<file path="config.mk">
export PLATFORM = sky130hd
export DESIGN_NAME = tpu_host_ctrl
export DESIGN_NICKNAME = d
export VERILOG_FILES = /design/src/rtl/tpu_host_pkg.sv /design/src/rtl/tpu_host_ctrl.sv
export SDC_FILE = /design/constraint.sdc
export NUM_CORES = 1
export LEC_CHECK = 0
export ABC_AREA = 1
export CORE_MARGIN = 4
export CORE_UTILIZATION = 36
export DETAILED_ROUTE_END_ITERATION = 6
export PLACE_DENSITY = 0.82
export SYNTH_ARGS = -nofsm -noshare
export SYNTH_HDL_FRONTEND = slang
export SYNTH_SLANG_ARGS = --single-unit
</file>
<file path="constraint.sdc">
create_clock -name clk -period 2 [get_ports clk]
set_input_delay 0.4 -clock clk [delete_from_list [all_inputs] [get_ports clk]]
set_output_delay 0.4 -clock clk [all_outputs]
set_load 0.1 [all_outputs]
</file>
<file path="src/rtl/tpu_host_pkg.sv">
// Shared types and MMIO map for the TPU host-side job controller.
// Latency: n/a (types and constants only).
// Backpressure: n/a.
package tpu_host_pkg;

   // Job sequencer states, in the order a job walks through them.
   typedef enum logic [3:0] {
      IDLE,
      LOAD_A,
      LOAD_B,
      TRIGGER,
      WAIT,
      RD_REQ,
      RD_CAP,
      OUT,
      DONE
   } state_t;

   // MMIO map: A rows, B rows, C words, MatMul trigger register.
   localparam logic [15:0] A_BASE    = 16'h0100;
   localparam logic [15:0] B_BASE    = 16'h0200;
   localparam logic [15:0] C_BASE    = 16'h0300;
   localparam logic [15:0] TRIG_ADDR = 16'h0400;

   // Consecutive words sit 8 bytes apart.
   localparam int unsigned WORD_SHIFT = 3;

endpackage

</file>
<file path="src/rtl/tpu_host_ctrl.sv">
// Host job controller: streams A then B rows into TPU MMIO, triggers MatMul, reads C back.
// Latency: MMIO write same cycle as input handshake; each C word 2 cycles after its read issue.
// Backpressure: in_ready only while loading; a pending C word blocks the next read until out_ready.
//
// Ports:
//   clk, rst_n               clock, async active-low reset
//   start / busy / done      job kick, job-in-progress, one-cycle completion pulse
//   in_valid/in_ready/in_data    A-then-B row stream (DIM rows each)
//   out_valid/out_ready/out_data C word stream (2*DIM words)
//   tpu_r_w/tpu_addr/tpu_wdata/tpu_rdata  MMIO bus; rdata valid one cycle after a read address
module tpu_host_ctrl
   import tpu_host_pkg::*;
#(
   parameter int DIM           = 8,
   parameter int ADDRW         = 16,
   parameter int DATAW         = 64,
   parameter int MATMUL_CYCLES = 24
) (
   input  logic             clk,
   input  logic             rst_n,
   input  logic             start,
   output logic             busy,
   output logic             done,
   input  logic             in_valid,
   output logic             in_ready,
   input  logic [DATAW-1:0] in_data,
   output logic             out_valid,
   input  logic             out_ready,
   output logic [DATAW-1:0] out_data,
   output logic             tpu_r_w,
   output logic [ADDRW-1:0] tpu_addr,
   output logic [DATAW-1:0] tpu_wdata,
   input  logic [DATAW-1:0] tpu_rdata
);

   // Each counter is just wide enough for its terminal value.
   localparam int KW = (DIM > 1) ? $clog2(DIM) : 1;
   localparam int JW = $clog2(2 * DIM);
   localparam int WW = (MATMUL_CYCLES > 1) ? $clog2(MATMUL_CYCLES) : 1;

   localparam logic [KW-1:0] K_LAST = KW'(DIM - 1);
   localparam logic [JW-1:0] J_LAST = JW'(2 * DIM - 1);
   localparam logic [WW-1:0] W_LAST = WW'(MATMUL_CYCLES - 1);

   state_t           state_q, state_d;
   logic [KW-1:0]    k_q, k_d;         // A/B row index within the current phase
   logic [WW-1:0]    w_q, w_d;         // MatMul wait cycle count
   logic [JW-1:0]    j_q, j_d;         // C word index
   logic [DATAW-1:0] out_data_q, out_data_d;

   function automatic logic [ADDRW-1:0] word_addr(input logic [15:0] base,
                                                   input logic [JW-1:0] idx);
      return ADDRW'(base) + (ADDRW'(idx) << WORD_SHIFT);
   endfunction

   always_ff @(posedge clk or negedge rst_n) begin
      if (!rst_n) begin
         state_q    <= IDLE;
         k_q        <= '0;
         w_q        <= '0;
         j_q        <= '0;
         out_data_q <= '0;
      end else begin
         state_q    <= state_d;
         k_q        <= k_d;
         w_q        <= w_d;
         j_q        <= j_d;
         out_data_q <= out_data_d;
      end
   end

   always_comb begin
      state_d    = state_q;
      k_d        = k_q;
      w_d        = w_q;
      j_d        = j_q;
      out_data_d = out_data_q;
      in_ready   = 1'b0;
      out_valid  = 1'b0;
      done       = 1'b0;
      tpu_r_w    = 1'b0;
      tpu_addr   = '0;
      tpu_wdata  = '0;

      unique case (state_q)
         IDLE: begin
            k_d = '0;
            w_d = '0;
            j_d = '0;
            if (start) state_d = LOAD_A;
         end
         LOAD_A, LOAD_B: begin
            in_ready = 1'b1;
            // The MMIO write rides on the same cycle as the input handshake.
            if (in_valid) begin
               tpu_r_w   = 1'b1;
               tpu_wdata = in_data;
               tpu_addr  = word_addr((state_q == LOAD_A) ? A_BASE : B_BASE, JW'(k_q));
               if (k_q == K_LAST) begin
                  k_d     = '0;
                  state_d = (state_q == LOAD_A) ? LOAD_B : TRIGGER;
               end else begin
                  k_d = k_q + 1'b1;
               end
            end
         end
         TRIGGER: begin
            tpu_r_w  = 1'b1;
            tpu_addr = ADDRW'(TRIG_ADDR);
            w_d      = '0;
            state_d  = WAIT;
         end
         WAIT: begin
            if (w_q == W_LAST) begin
               w_d     = '0;
               j_d     = '0;
               state_d = RD_REQ;
            end else begin
               w_d = w_q + 1'b1;
            end
         end
         RD_REQ: begin
            tpu_addr = word_addr(C_BASE, j_q);
            state_d  = RD_CAP;
         end
         RD_CAP: begin
            // Read data lands one cycle after the address.
            out_data_d = tpu_rdata;
            state_d    = OUT;
         end
         OUT: begin
            out_valid = 1'b1;
            if (out_ready) begin
               if (j_q == J_LAST) begin
                  j_d     = '0;
                  state_d = DONE;
               end else begin
                  j_d     = j_q + 1'b1;
                  state_d = RD_REQ;
               end
            end
         end
         DONE: begin
            done    = 1'b1;
            state_d = IDLE;
         end
         default: state_d = IDLE;
      endcase
   end

   assign busy     = (state_q != IDLE);
   assign out_data = out_data_q;

endmodule
</file>
==> metrics.md, run 1 <==
| Metric | Value |
|---|---|
| Status | finished, violations left |
| Failing checks | negative setup slack |
| Initial antenna violation count | 0 |
| # nets final | 877 |
| TritonRoute pass-1 iters | 4 |
| Vias per cell | 5.05 |
| Fmax | 0.453 GHz |
| Root Buffer | clkbuf_16 |
| IO Pins | 282 |
| Reg2reg end | state_q[0] |
| Number of buffers on the longest clock path | 2 |
| Rel. slew slack | 63.4% |
| Register area | 2000 sq um |
| Area of placed instances | 7850 sq um |
| Worst Setup EP | tpu_wdata[62] |
| Final setup fails | 73 |
| Slew Viols, Final | 0 |
| Multi-input logic area | 2520 sq um |
| Area grow syn2layout | 118% |
| Num rows | 38 |
| Min Clock Period, post-route | 2210 ps |
| Core Area | 11000 sq um |
| Share of layout cells above drive strength 1 | 49.3% |
| Hold Crit Class | in2async |
| Avg WL per Cell | 20.7 um |
| Ys Warns | 0 |
| Hold buffers post-CTS | 0 |
| Post-synthesis cell type count | 28 |
| H-tree levels | 3 |
| 1st-iter DRT viols | 318 |
| Fillers | 568 |
| Clk Latency, worst-skew pair | 330 ps |
| Post-synthesis sequential area ratio | 48.9% |
| Die Ht | 115 um |
| N_diodes | 0 |
| Global-route wire length before repair | 26600 um |
| Critical Path Start Type | register |
| Crit path kind | reg2out |
| Mapped cell area | 4100 sq um |
| Routed WL | 18200 um |
| Number of vias in the routed layout | 4458 |
| CP endpoint kind | output pin |
| Die Wd | 115 um |
| Synth Register Bits | 80 |
| Unrepaired setup endpoints after global routing | true |
| Pre-CTS setup slack | -5.12 ps |
| Mapped Avg Cell Area | 9.40 sq um |
| Worst slew pin tran | 549 ps |
| Largest net degree at the start of global routing | 65 |
| Worst-path clk slew | 60 ps |
| Final RePlAce weighted congestion | 0.879 |
| Initial core utilization | 37.3% |
| Clk_skew | 9.80 ps |
| Critical path required time | 1600 ps |
| Setup ws final | -209 ps |
| CP Data Arrival Time | 1810 ps |
| Top FF cell, synth | dfrtp_1 |
| Async SR Flop Fraction | 100% |
| Final hold violations | 0 |
| Die area | 13100 sq um |
| Port Buffers | 272 |
| CTS Buf Count | 9 |
| CTS tree | done |
| Design area | 8950 sq um |
| Max-cap violations | 0 |
| Cells after Synth | 436 |
| Clk sinks | 80 |
| Tot GR Track Use | 26.3% |
| Worst-path maximum fanout | 9 |
| DRC viols | 0 |
| Path depth of the worst reg2reg path | 9 |
| DP Wirelength | 12100 um |
| Routed Antenna Nets | 0 |
| Worst R2R Start | state_q[0] |
| Post-synth EDFFs | 0 |
| Fin crit share | 110% |
| Hold_ws | 51.1 ps |
| Total gr overflow | 0 |
| CP startpoint | state_q[1] |
| Vias in the first global route | 4876 |
| R2r setup slk | 210 ps |
## flip-flops by register name (all words and copies together) (netlist names)
| name | count |
|---|---|
| out_data | 64 |
| w_q | 5 |
| k_q | 3 |
| state_q | 4 |
| j_q | 4 |
## metrics by stage
stage          std cells  utilization [%]  TNS [ps]
3_5_place_dp         842             71.5     -5.12
4_1_cts              881             80.7     -6880
3_3_place_gp         842             71.5         0
6_report             883             81.5    -11880
5_1_grt              883             81.5    -15770
2_1_floorplan        444                -    -18690
## what timing repair did
item,4_1_cts,5_1_grt
setup endpoints to repair,71,76
gates cloned,6,1
buffers inserted,19,2
pin swaps,15,19
resized for setup,106,18
## critical path, stage by stage (launching register included)
cell and delay [ps]:
dfrtp_2 460, nor2_2 90, nor2_4 160, nand2_4 120, bufbuf_16 320, nor2_4 120
buf_12 180
## worst min-delay path by stage
stage	cells past startpoint	startpoint	slack, ps	end
floorplan	0	rst_n	100	j_q[0]
global placement	1	rst_n	420	out_data[10]
detailed placement	1	rst_n	420	out_data[9]
CTS	1	rst_n	60	w_q[1]
global route	1	rst_n	90	out_data[48]
finish	1	rst_n	50	out_data[9]
## cell type report
cell class / instances / area share (%)
clock buffers: 10 / 2.56
clock inverters: 4 / 0.364
inverters: 25 / 1.10
multi-input cells: 311 / 28.2
flip-flops and latches: 80 / 22.4
well taps: 140 / 1.96
repair buffers: 313 / 43.4
## layer usage
metal  GRT usage, %  up-vias  wire length (um)
li1               -     1981                 -
met1           27.8     2187              6050
met2           50.8      214             10300
met3           4.92       76               983
met4           10.3        0               905
met5              0        -                 0
## cell families after synthesis
| logic type | after synthesis | synth area share (%) |
|---|---|---|
| AND/OR/NAND/NOR | 215 | 21.5 |
| flip-flops | 80 | 48.9 |
| multiplexers | 64 | 18.7 |
| buffers and inverters | 53 | 6.99 |
| AO/OA/AOI/OAI | 17 | 2.23 |
| adder cells (fa/ha/maj) | 4 | 1.22 |
| XOR/XNOR | 2 | 0.428 |
| other | 1 | 0.0915 |
## cell usage after synthesis, drive strengths merged (4+ instances only)
library cell / n / area share (%)
buf: 22 / 4.2
nand3: 12 / 1.7
nor2: 81 / 7.7
mux2: 64 / 19
inv: 25 / 2.3
clkbuf: 6 / 0.55
nand2: 114 / 11
dfrtp: 80 / 49
ha: 4 / 1.2
o21ai: 11 / 1.3
## placed cells by master, fill, tap and decap left out, types with 4 or more instances in the layout
| cell type | count |
|---|---|
| clkdlybuf4s50_1 | 130 |
| nand2_1 | 96 |
| buf_4 | 82 |
| buf_12 | 82 |
| dfrtp_1 | 78 |
| nor2_4 | 70 |
| mux2_2 | 52 |
| inv_1 | 18 |
| mux2_4 | 12 |
| buf_6 | 11 |
| nand3_1 | 10 |
| clkbuf_16 | 10 |
| nor2_1 | 9 |
| conb_1 | 9 |
| nand2_4 | 8 |
| o21ai_0 | 8 |
| nand2_2 | 7 |
| inv_2 | 6 |
| buf_16 | 5 |
| ha_1 | 4 |
Power of run 1 is not shown: default switching activity piles up to over one toggle a cycle in this logic, so the estimate is an artifact.
==> run 2, diff against run 1 <==
--- a/config.mk
+++ b/config.mk
@@ -7,5 +7,4 @@
 export LEC_CHECK = 0
 export ABC_AREA = 1
-export CORE_MARGIN = 4
 export CORE_UTILIZATION = 36
 export DETAILED_ROUTE_END_ITERATION = 6
==> constraint.sdc (replaced) <==
create_clock -name clk -period 2 [get_ports clk]
set_input_delay 0.4 -clock clk [delete_from_list [all_inputs] [get_ports clk]]
set_output_delay 0.4 -clock clk [all_outputs]
set_load 0.01 [all_outputs]
==> metrics.md, run 2 (synthesized netlist as in run 1, its figures left out) <==
| Metric | Value |
|---|---|
| DP Wirelength | 10500 um (was 12100 um) |
| Fillers | 843 (was 568) |
| Fin cells | 881 (was 883) |
| Port Buffers | 272 (unchanged) |
| Fmax | 0.477 GHz (was 0.453 GHz) |
| Initial antenna violation count | 0 (unchanged) |
| N_diodes | 0 (unchanged) |
| Area of placed instances | 7110 sq um (was 7850 sq um) |
| CP cell instances | inv_2, nand2_2, nor2_4, nand2_4, buf_8, buf_12, nor2_2, buf_2 (was nor2_2, nor2_4, nand2_4, bufbuf_16, nor2_4, buf_12) |
| Worst slew pin tran | 538 ps (was 549 ps) |
| Num rows | 38 (unchanged) |
| Multi-input logic area | 2130 sq um (was 2520 sq um) |
| Die area | 11800 sq um (was 13100 sq um) |
| Max-cap violations | 0 (unchanged) |
| Clk_skew | 8.76 ps (was 9.80 ps) |
| Total gr overflow | 0 (unchanged) |
| Register area | 2000 sq um (about the same) |
| Hold Crit Class | in2async (unchanged) |
| Clk sinks | 80 (unchanged) |
| CTS Buf Count | 9 (unchanged) |
| Unrepaired setup endpoints after global routing | true (unchanged) |
| Critical Path Start Type | register (unchanged) |
| Crit path kind | reg2out (unchanged) |
| Power per cell area | 1400 nW/um^2 |
| Largest register FFs | 64 (unchanged) |
| Final hold violations | 0 (unchanged) |
| Most common cell after layout, fill and taps aside | clkdlybuf4s50_1 (unchanged) |
| Tot GR Track Use | 23.4% (was 26.3%) |
| Failing checks | negative setup slack (unchanged) |
| Area grow syn2layout | 84.9% (was 118%) |
| Routed WL | 14400 um (was 18200 um) |
| Crit-path max cell delay | 410 ps (was 460 ps) |
| CTS tree | done (unchanged) |
| Top Family by Delay on Critical Path | buffers and inverters (unchanged) |
| Avg WL per Cell | 16.4 um (was 20.7 um) |
| H-tree levels | 3 (unchanged) |
| Status | finished, violations left (unchanged) |
| Pwr Total | 0.0106 W |
| Die Wd | 109 um (was 115 um) |
| Design area | 7570 sq um (was 8950 sq um) |
| Worst path slowest cell | dfrtp_1 (was dfrtp_2) |
| Die Ht | 109 um (was 115 um) |
| Share of layout cells above drive strength 1 | 37.0% (was 49.3%) |
| Setup TNS | -1730 ps (was -11880 ps) |
| Global-route wire length before repair | 21100 um (was 26600 um) |
| CP endpoint kind | output pin (unchanged) |
| CP Buf/Inv Count | 4 (was 2) |
| Number of vias in the routed layout | 4236 (was 4458) |
| Most frequent cells in the layout | clkdlybuf4s50_1, nand2_1, dfrtp_1 (was clkdlybuf4s50_1, nand2_1, buf_4, buf_12, dfrtp_1) |
| IO Pins | 282 (unchanged) |
| Largest net degree at the start of global routing | 44 (was 65) |
| Fin crit share | 105% (was 110%) |
| Maximum VDD drop | 0.739 mV |
| Setup ws final | -94.3 ps (was -209 ps) |
| Root Buffer | clkbuf_16 (unchanged) |
| Vias per cell | 4.81 (was 5.05) |
| Worst-path maximum fanout | 9 (unchanged) |
| Final RePlAce weighted congestion | 0.915 (was 0.879) |
| Critical path required time | 1600 ps (about the same) |
| Routed Antenna Nets | 0 (unchanged) |
| Vias in the first global route | 4058 (was 4876) |
| Clk Latency, worst-skew pair | 330 ps (about the same) |
| Slew Viols, Final | 0 (unchanged) |
| Inst Count DP | 855 (was 842) |
| CP Data Arrival Time | 1690 ps (was 1810 ps) |
| Worst-path clk slew | 70 ps (was 60 ps) |
| # nets final | 873 (was 877) |
| DRC viols | 0 (unchanged) |
| Rel. slew slack | 64.1% (was 63.4%) |
| Min Clock Period, post-route | 2090 ps (was 2210 ps) |
| Number of buffers on the longest clock path | 2 (unchanged) |
| Core Area | 11000 sq um (unchanged) |
| Utilization after layout | 69.0% (was 81.5%) |
| 1st-iter DRT viols | 240 (was 318) |
| Leakage power total | 3.55 nW |
| Final setup fails | 31 (was 73) |
| Initial core utilization | 37.3% (unchanged) |
| TritonRoute pass-1 iters | 5 (was 4) |
| Hold buffers post-CTS | 0 (unchanged) |
==> run 2: where the power goes <==
group | total [W] | switching (W) | internal [W]
clock network | 0.00182 | 0.000698 | 0.00112
registers | 0.00276 | 0.000398 | 0.00236
logic | 0.00601 | 0.00279 | 0.00322
total | 0.0106 | 0.00388 | 0.00670
==> run 2: worst paths after layout <==
kind | start | to | slack, ps | cells past startpoint
max | state_q[3] | tpu_wdata[32] | -90 | 8
max reg2reg | state_q[1] | state_q[1] | 160 | 10
min reg2reg | w_q[0] | w_q[0] | 500 | 1
min | rst_n | out_data[35] | 50 | 1
max in group asynchronous | rst_n | out_data[46] | 1370 | 2
min in group clk | w_q[0] | w_q[0] | 500 | 1
==> run 2: cell type report <==
type | instances | area share, %
inverter | 25 | 1.24
tap | 140 | 2.31
clock buffer | 9 | 2.97
sequential | 80 | 26.4
multi-input combinational | 311 | 28.1
clock inverter | 7 | 1.42
timing repair buffer | 309 | 37.5
==> run 2: per-stage QoR <==
stage	hold WS (ps)	worst slack, ps
after floorplan	104	336
after global placement	415	-82.0
after detailed placement	420	-126
after CTS	59.9	-127
after global routing	87.5	-161
final	52.0	-94.3
==> run 2: metal layers <==
| layer | up-vias | wire (um) | track usage [%] |
|---|---|---|---|
| li1 | 1979 | - | - |
| met1 | 2056 | 5770 | 30.2 |
| met2 | 181 | 7530 | 39.9 |
| met3 | 20 | 872 | 4.48 |
| met4 | 0 | 235 | 6.56 |
| met5 | - | 0 | 0 |
==> run 2: what timing repair did <==
item | in CTS | in global routing
endpoints found under the setup margin | 76 | 74
pin swaps | 1 | 4
gates cloned | 3 | 0
setup buffers | 6 | 3
gates resized for setup | 327 | 83
==> run 2: worst register-to-register path, stage by stage, from the launching register on <==
cell     delay, ps
dfrtp_1        440
inv_1          140
buf_4          130
nand2_1         70
buf_4          140
nor2_1         310
nand2_2        140
nand3_2        130
nor2_1          90
nand2_1         80
nand2_1         60
(Power assumes the default switching activity.)
